--- config.mk ---
export PLATFORM = sky130hd
export DESIGN_NAME = instr_mem_loader
export DESIGN_NICKNAME = d
export VERILOG_FILES = /design/src/rtl/mips_loader_pkg.sv /design/src/rtl/byte_to_word_packer.sv /design/src/rtl/instr_mem_loader.sv
export SDC_FILE = /design/constraint.sdc
export NUM_CORES = 1
export LEC_CHECK = 0
export CELL_PAD_IN_SITES_DETAIL_PLACEMENT = 1
export CELL_PAD_IN_SITES_GLOBAL_PLACEMENT = 1
export CORE_UTILIZATION = 31
export CTS_CLUSTER_DIAMETER = 100
export CTS_CLUSTER_SIZE = 8
export DETAILED_ROUTE_END_ITERATION = 16
export PLACE_DENSITY = 0.87
export REMOVE_ABC_BUFFERS = 1
export SLEW_MARGIN = 20
export SYNTH_ARGS = -nofsm -noshare
export SYNTH_HDL_FRONTEND = slang
export SYNTH_SLANG_ARGS = --single-unit
--- constraint.sdc ---
create_clock -name clka -period 1.9 [get_ports clka]
set_clock_uncertainty 0.05 [all_clocks]
set_input_delay 0.285 -clock clka [delete_from_list [all_inputs] [get_ports clka]]
set_output_delay 0.285 -clock clka [all_outputs]
set_load 0.03 [all_outputs]
--- src/rtl/mips_loader_pkg.sv ---
// Shared definitions for the UART program loader: FSM encoding,
// default end-of-program marker and bytes per instruction word.
package mips_loader_pkg;

  typedef enum logic [1:0] {
    IDLE  = 2'd0,
    LOAD  = 2'd1,
    WRITE = 2'd2,
    DONE  = 2'd3
  } loader_state_e;

  localparam logic [31:0] HALT_WORD_DEFAULT = 32'hFFFF_FFFF;
  localparam int          BYTES_PER_WORD    = 4;

endpackage

--- src/rtl/byte_to_word_packer.sv ---
// Big-endian byte assembler: the first byte lands in bits 31:24 and the
// 2-bit counter flags the byte that completes a 32-bit word.
module byte_to_word_packer
  import mips_loader_pkg::*;
(
  input  logic        clk,
  input  logic        rst,
  input  logic        i_clear,
  input  logic        i_byte_valid,
  input  logic [7:0]  i_byte,
  output logic [31:0] o_word,
  output logic        o_word_complete
);

  logic [31:0] word_q, word_d;
  logic [1:0]  cnt_q, cnt_d;

  // Next shift-register contents and byte position.
  always_comb begin
    word_d = word_q;
    cnt_d  = cnt_q;
    if (i_clear) begin
      word_d = '0;
      cnt_d  = '0;
    end else if (i_byte_valid) begin
      word_d = {word_q[23:0], i_byte};
      cnt_d  = cnt_q + 2'd1;
    end
  end

  // Assembler state registers.
  always_ff @(posedge clk) begin
    if (rst) begin
      word_q <= '0;
      cnt_q  <= '0;
    end else begin
      word_q <= word_d;
      cnt_q  <= cnt_d;
    end
  end

  assign o_word          = word_q;
  assign o_word_complete = i_byte_valid && !i_clear && (cnt_q == 2'(BYTES_PER_WORD - 1));

endmodule

--- src/rtl/instr_mem_loader.sv ---
// Loads a program received byte-wise over UART into the instruction RAM,
// stalling the CPU until the HALT_WORD marker has been written.
// Optional feature: define LOADER_CHECKSUM_EN to add o_checksum, the XOR of
// all words written in the current load.
module instr_mem_loader
  import mips_loader_pkg::*;
#(
  parameter int                   RAM_WIDTH  = 32,
  parameter int                   RAM_DEPTH  = 2048,
  parameter int                   ADDR_WIDTH = 13,
  parameter logic [RAM_WIDTH-1:0] HALT_WORD  = RAM_WIDTH'(HALT_WORD_DEFAULT)
) (
  input  logic                  clka,
  input  logic                  rsta,
  input  logic                  i_start,
  input  logic [7:0]            i_rx_data,
  input  logic                  i_rx_valid,
  input  logic [ADDR_WIDTH-1:0] i_pc,
  output logic [ADDR_WIDTH-1:0] o_addr,
  output logic [RAM_WIDTH-1:0]  o_din,
  output logic                  o_we,
  output logic                  o_cpu_stall,
  output logic                  o_done,
  output logic                  o_overflow,
  output logic [ADDR_WIDTH-2:0] o_word_count
`ifdef LOADER_CHECKSUM_EN
  ,
  output logic [RAM_WIDTH-1:0]  o_checksum
`endif
);

  localparam logic [ADDR_WIDTH-2:0] DEPTH_CNT = (ADDR_WIDTH-1)'(RAM_DEPTH);
  localparam logic [ADDR_WIDTH-1:0] ADDR_STEP = ADDR_WIDTH'(BYTES_PER_WORD);

  loader_state_e         state_q, state_d;
  logic [ADDR_WIDTH-1:0] load_addr_q, load_addr_d;
  logic [ADDR_WIDTH-2:0] word_cnt_q, word_cnt_d;
  logic                  ovf_q, ovf_d;
  logic                  we_q, we_d;
  logic                  done_q, done_d;
  logic                  stall_q, stall_d;

  logic                  load_start;
  logic                  pack_valid;
  logic                  pack_complete;
  logic [31:0]           pack_word;
  logic [RAM_WIDTH-1:0]  word_w;

  // Bytes are only taken while a load is in progress; the WRITE cycle counts
  // so a byte arriving then becomes byte 0 of the following word.
  assign pack_valid = i_rx_valid && ((state_q == LOAD) || (state_q == WRITE));

  byte_to_word_packer u_packer (
    .clk             (clka),
    .rst             (rsta),
    .i_clear         (load_start),
    .i_byte_valid    (pack_valid),
    .i_byte          (i_rx_data),
    .o_word          (pack_word),
    .o_word_complete (pack_complete)
  );

  // The packer register still holds the completed word throughout WRITE.
  assign word_w = RAM_WIDTH'(pack_word);

  // Next-state, load address, word count and overflow.
  always_comb begin
    state_d     = state_q;
    load_addr_d = load_addr_q;
    word_cnt_d  = word_cnt_q;
    ovf_d       = ovf_q;
    load_start  = 1'b0;
    case (state_q)
      IDLE, DONE: begin
        if (i_start) begin
          state_d     = LOAD;
          load_addr_d = '0;
          word_cnt_d  = '0;
          ovf_d       = 1'b0;
          load_start  = 1'b1;
        end
      end
      LOAD: begin
        if (pack_complete) begin
          if (word_cnt_q == DEPTH_CNT) begin
            state_d = DONE;
            ovf_d   = 1'b1;
          end else begin
            state_d = WRITE;
          end
        end
      end
      WRITE: begin
        load_addr_d = load_addr_q + ADDR_STEP;
        word_cnt_d  = word_cnt_q + (ADDR_WIDTH-1)'(1);
        state_d     = (word_w == HALT_WORD) ? DONE : LOAD;
      end
      default: state_d = IDLE;
    endcase
    we_d    = (state_d == WRITE);
    done_d  = (state_d == DONE);
    stall_d = (state_d != DONE);
  end

  // FSM and registered outputs.
  always_ff @(posedge clka) begin
    if (rsta) begin
      state_q     <= IDLE;
      load_addr_q <= '0;
      word_cnt_q  <= '0;
      ovf_q       <= 1'b0;
      we_q        <= 1'b0;
      done_q      <= 1'b0;
      stall_q     <= 1'b1;
    end else begin
      state_q     <= state_d;
      load_addr_q <= load_addr_d;
      word_cnt_q  <= word_cnt_d;
      ovf_q       <= ovf_d;
      we_q        <= we_d;
      done_q      <= done_d;
      stall_q     <= stall_d;
    end
  end

  // RAM port: loader owns the address while loading, CPU otherwise.
  assign o_addr       = ((state_q == LOAD) || (state_q == WRITE)) ? load_addr_q : i_pc;
  assign o_din        = we_q ? word_w : '0;
  assign o_we         = we_q;
  assign o_cpu_stall  = stall_q;
  assign o_done       = done_q;
  assign o_overflow   = ovf_q;
  assign o_word_count = word_cnt_q;

`ifdef LOADER_CHECKSUM_EN
  logic [RAM_WIDTH-1:0] chk_q, chk_d;

  // Running XOR of written words, restarted with every load.
  always_comb begin
    chk_d = chk_q;
    if (load_start) begin
      chk_d = '0;
    end else if (state_q == WRITE) begin
      chk_d = chk_q ^ word_w;
    end
  end

  // Checksum register.
  always_ff @(posedge clka) begin
    if (rsta) begin
      chk_q <= '0;
    end else begin
      chk_q <= chk_d;
    end
  end

  assign o_checksum = chk_q;
`endif

endmodule

; Yosys cells after proc, flatten, opt, wreduce, memory -nomap -nowiden
; Index checks and enable logic that the tools add are counted.
[word_totals]
input_bits = 25
ff_bits = 65
word_cells = 53
output_inout_bits = 61
[classes]
reduce_logical = 12
add_sub_neg = 3
n_eq_ne = 12
mux = 17
[op_table]
columns = cell, n
row1 = $eq A32 B32 Y1 const B, 1
row2 = $mux W32, 1
row3 = $mux W13, 2
row4 = $pmux W13 S2, 1
row5 = $pmux W12 S2, 1
row6 = $add A13 B3 Y13 const B, 1
row7 = $add A12 B1 Y12 const B, 1
row8 = $eq A12 B12 Y1 const B, 1
row9 = $mux W12, 1
row10 = $eq A2 B2 Y1 const B, 5
row11 = $mux W1, 6
row12 = $mux W2, 3
row13 = $ne A2 B2 Y1 const B, 3
row14 = $pmux W2 S3, 1
row15 = $reduce_and A4 Y1, 1
row16 = $reduce_bool A2 Y1, 2
row17 = $reduce_or A2 Y1, 2
row18 = $logic_and A1 B1 Y1, 3
row19 = $add A2 B1 Y2 const B, 1
row20 = $eq A2 B1 Y1 const B, 1
row21 = $logic_not A2 Y1, 1
row22 = $ne A2 B1 Y1 const B, 1
row23 = $pmux W1 S2, 1
row24 = $reduce_and A2 Y1, 1
row25 = other kinds (2), 2

; Longest topological paths before layout
[depth]
ltp_word = 9
depth_mapped = 8
mapped_depth_nobuf = 6

; Modules after synthesis
; From an unflattened synthesis, not the netlist that was laid out.
[unflattened]
hier_cells = 329
area_unflattened_um2 = 3109.2
[by_module_without_submodules]
columns = mod, n_inst, area_each_um2, seq_area_each_um2, cells_per_inst
row1 = instr_mem_loader, 1, 1833.0, 580.6, 216
row2 = byte_to_word_packer, 1, 1276.2, 680.7, 113

; Least setup slack after synthesis
; OpenSTA, ideal clock, no wires.
[synth_path]
kind = register to output
from = register state_q[0]
to = output port o_addr[10]
stages_incl_launch_ff = 7
required_time_ns = 1.565
path_buffers = 3
setup_slack_ns = -0.192
arrival_time_ns = 1.757
cell_sequence = dfxtp_1 inv_1 ha_1 buf_2 buf_2 buf_1 mux2_2
[synth_between]
elab_chain_len = 3
elab_cells_between_ends = 4
cone_classes = eq/ne: 2 / mux: 1 / reduce/logical: 1
[synth_rtl]
columns = element, line_no
row1 = start: declaration, instr_mem_loader.sv:35  ; loader_state_e state_q, state_d;
row2 = start signal: assignment, instr_mem_loader.sv:116  ; state_q <= state_d;
row3 = $eq A2 B1 Y1 or $eq A2 B2 Y1 (tied branches), instr_mem_loader.sv:127  ; assign o_addr = ((state_q == LOAD) || (state_q == WRITE)) ? load_addr_q : i_pc;
row4 = $logic_or A1 B1 Y1 *, instr_mem_loader.sv:127
row5 = $mux W13 *, instr_mem_loader.sv:127
row6 = end: declaration, instr_mem_loader.sv:19  ; output logic [ADDR_WIDTH-1:0] o_addr,
; Every way passes the cells marked *; elsewhere a longest branch is shown, timed or not.

; Worst setup path in the final report
[layout_path]
from = register state_q[0]
to = register word_cnt_q[8], in the netlist o_word_count[8]
[layout_between]
elab_chain_len = 4
elab_cells_between_ends = 8
cone_classes = eq/ne: 3 / mux: 1 / reduce/logical: 4
[layout_rtl]
columns = element, line_no
row1 = $eq A2 B2 Y1 or $logic_not A2 Y1 (tied branches), instr_mem_loader.sv:73  ; case (state_q)
row2 = $reduce_or A2 Y1, instr_mem_loader.sv:73
row3 = $ne A2 B2 Y1 (no source line) or $reduce_bool A2 Y1 (tied branches), --
row4 = $reduce_and A2 Y1 (no source line), --
row5 = end signal: assignment, instr_mem_loader.sv:118  ; word_cnt_q <= word_cnt_d;
row6 = end: declaration, instr_mem_loader.sv:37  ; logic [ADDR_WIDTH-2:0] word_cnt_q, word_cnt_d;
; Several ways; a longest one is shown, not always the timed one.
; A chain may end at the register's enable or synchronous reset.

==> qor.yml <==
clock_tree:
  clockBufferDepth: 2
  cts_buffers: 9
  cts_tree: "yes"
  clkLatencyLatePin_ns: 0.35
  clock-sinks: 63
  clk_pin_slew_ns: 0.07
  cts_max_level: 3
  cts-root-buf: "clkbuf_8"
  cts_hold_buf: 0
floorplan:
  start_util: 0.323
  row_count: 35
  dieHeight_um: 101
  ioPinCount: 86
  dieArea_um2: 10100
  core_um2: 9330
  die_w_um: 101
grt:
  grt_first_pass_wirelength_mm: 15.5
  grt_max_degree: 35
  antenna_found_initial: 0
  grt_use_total: 0.196
  grt_pass1_vias: 3151
  grt_remaining_overflow: 0
logic_synthesis:
  synthCells: 372
  yosysTopAreaCell: "dfxtp_1"
  synth_top_area_share: 0.418
  synth_edf_count: 0
  yosys.area_share.simple: 0.316
  synth_compound_area_frac: 0.124
  ys.flop_type: "dfxtp_1"
  ys_seq_area_frac: 0.418
  async_flop_share: 0
  synth_area_um2: 3020
  synthAdderAreaFrac: 0.0249
  ys_ff_latch: 63
  ys_top_cells_by_area: "dfxtp_1 42%, nand2_1 9.3%, a21oi_1 8.1%"
  ys_types: 43
  ys_warn_count: 0
  synth-xor-area-share: 0.0232
  synth_top_family_by_area: "simple AND/OR/NAND/NOR gates"
  synth.area.mux_share: 0.0527
  syn_area_per_cell_um2: 8.11
routing:
  drc: 0
  initialDrtViolationCount: 43
  firstDrtPassIters: 4
  vias: 3137
  routed_via_density: 5.06
  routed_wl_mm: 9.77
  ant_nets: 0
  routedWlPerCell_um: 15.8
timing:
  rsz0062_at_grt: "yes"
  setup_violations: 19
  period_needed_ns: 1.97
  max_slew_margin: 0.748
  drv_slew: 0
  final.period_utilization: 1.04
  tightest_slew_ns: 0.378
  final_hold_viol_count: 0
  max_freq_mhz: 507
  fin_ws_ns: -0.0722
  setup_tns_ns: -0.813
power_and_ir_drop:
  comb_power_share: 0.198
  peakVddDrop_v: 0.000372
  total_leakage_power_nw: 1.75
  p_per_area_nw_per_um2: 752
  switching_share: 0.267
  p_sw_uw: 915
  p_int_mw: 2.51
  pwr-share-clk: 0.409
  p_seq_frac: 0.393
finish:
  n_antenna_cell: 0
  drive_gt1_frac: 0.277
  final_nets: 517
  syn2layout_area_growth_pct: 51.1
  utilization: 0.489
worst_setup_path:
  crit_fanout: 8
  crit_path_end_kind: "flip-flop"
  path_cells: "inv_2 > ha_4 > buf_8 > buf_6 > mux2_4 > nand4_1 > buf_4 > or3_1 > a21oi_1"
  crit_path_top_delay_cell: "dfxtp_2"
  cpPeakStageDelay_ns: 0.34
  crit_type: "flip-flop to flip-flop"
  startpoint_type: "flip-flop"
  cp_data_required_time_ns: 2.13
  cp.arrival_ns: 2.20
status:
  status: "complete, but fails checks"
  violations: "setup timing"
placed_design:
  dp_hpwl_mm: 6.72
  io_buffers: 85
  place.gp.congestion: 0.802
hold_path:
  hold_class: "flip-flop to flip-flop"
flow_run:
  maxCapViolCount: 0
[final timing paths]
check | slack [ns] | cells after the start | startpoint | endpoint
setup / recovery | -0.07 | 9 | state_q[0]$_SDFF_PP0_ | o_word_count[8]$_SDFFE_PP0P_
hold reg to reg | 0.42 | 2 | u_packer.o_word[29]$_SDFFE_PP0P_ | u_packer.o_word[29]$_SDFFE_PP0P_
hold / removal | 0.42 | 2 | u_packer.o_word[29]$_SDFFE_PP0P_ | u_packer.o_word[29]$_SDFFE_PP0P_
setup reg to reg | -0.07 | 9 | state_q[0]$_SDFF_PP0_ | o_word_count[8]$_SDFFE_PP0P_
[worst max-delay path: cells and delay by family, from the launching register on]
| kind | cells | cell delay [ns] |
|---|---|---|
| AOI/OAI and AO/OA | 1 | 0.13 |
| adders and majority gates | 1 | 0.24 |
| buffers and inverters | 4 | 0.48 |
| and+or+nand+nor | 2 | 0.44 |
| muxes | 1 | 0.22 |
| DFF | 1 | 0.34 |
[cells in the mapped netlist (all sizes together) (2+ instances only)]
cell    number
inv          8
nand2b       2
dfxtp       63
mux2        12
nor4         3
or3          9
a21oi       49
xor2         4
nand3        7
and2        37
nand2       75
or4          2
nor2        18
mux2i        2
nand4       11
a22oi        3
nand4b       3
clkbuf      13
and4         2
buf          8
o21ai       11
nor3         4
ha           6
xnor2        4
o41ai        2
nor2b        6
[sequential cells by signal, summed over array words and instances (netlist names)]
register and cells:
load_addr_q 11, o_cpu_stall 1, o_done 1, o_overflow 1
o_we 1, o_word_count 12, state_q 2, u_packer.cnt_q 2
u_packer.o_word 32
[final cells by class]
| cell class | count | area (um^2) |
|---|---|---|
| Fill cell | 1114 | 4770 |
| Multi-Input combinational cell | 281 | 1770 |
| Sequential cell | 63 | 1260 |
| Timing Repair Buffer | 123 | 1100 |
| Clock buffer | 12 | 165 |
| Tap cell | 129 | 161 |
| Clock inverter | 4 | 76.3 |
| Inverter | 8 | 30.0 |
[what timing repair did]
item	4_1_cts	5_1_grt
pin swaps	5	10
endpoints found under the setup margin	72	55
hold endpoints to repair	0	0
gates resized for setup	94	18
cloned	0	1
setup buffers	6	4
[cells by family (layout without fill, tap and decap cells)]
kind of cell,count (synthesis),in the layout
fa+ha+maj,6,6
compound gates,68,68
buf+inv,29,147
mux,14,14
flops,63,63
simple gates,184,185
xor+xnor,8,8
[per-layer routing]
layer | part of all wire | track usage
met1 | 0.42 | 0.216
met2 | 0.53 | 0.362
met3 | 0.043 | 0.0569
met4 | 0.012 | 0.0602
met5 | 0 | 0
[through the flow]
stage	area, um^2	std cells	setup WS, ns	hold WS [ns]	power, mW
floorplan	2920	351	-0.919	0.304	1.67
global placement	4060	593	-0.181	0.396	1.93
detailed placement	4060	593	-0.285	0.412	1.95
CTS	4440	615	-0.0735	0.422	3.41
global route	4560	620	-0.129	0.422	3.55
finish	4560	620	-0.0722	0.420	3.43
[power groups by stage]
stage / logic (mW) / registers [mW] / clock network, mW
2_1_floorplan: 0.295 / 1.37 / 0
3_3_place_gp: 0.558 / 1.37 / 0
3_5_place_dp: 0.578 / 1.37 / 0
4_1_cts: 0.638 / 1.34 / 1.42
5_1_grt: 0.723 / 1.35 / 1.48
6_report: 0.680 / 1.35 / 1.40
[cells in the final DEF, fill, tap and decap left out, types with 2 or more instances in the layout]
| cell type | n |
|---|---|
| nand3_1 | 7 |
| buf_4 | 66 |
| nor3_1 | 3 |
| xor2_1 | 4 |
| dlymetal6s2s_1 | 2 |
| ha_1 | 5 |
| or3_4 | 4 |
| nand4b_1 | 3 |
| nand2_1 | 75 |
| nand4_1 | 10 |
| nand4_4 | 2 |
| mux2i_1 | 2 |
| a22oi_1 | 3 |
| dfxtp_1 | 62 |
| inv_1 | 7 |
| o21ai_1 | 2 |
| mux2_4 | 4 |
| mux2_2 | 8 |
| and2_1 | 37 |
| a21oi_1 | 46 |
| xnor2_1 | 4 |
| or3_1 | 5 |
| buf_6 | 16 |
| nor2_1 | 17 |
| clkbuf_8 | 12 |
| a21oi_2 | 3 |
| bufinv_16 | 2 |
| clkdlybuf4s50_1 | 38 |
| nor2b_1 | 3 |
| o21ai_0 | 9 |
| nor2b_2 | 3 |
(Power assumes the default switching activity.)
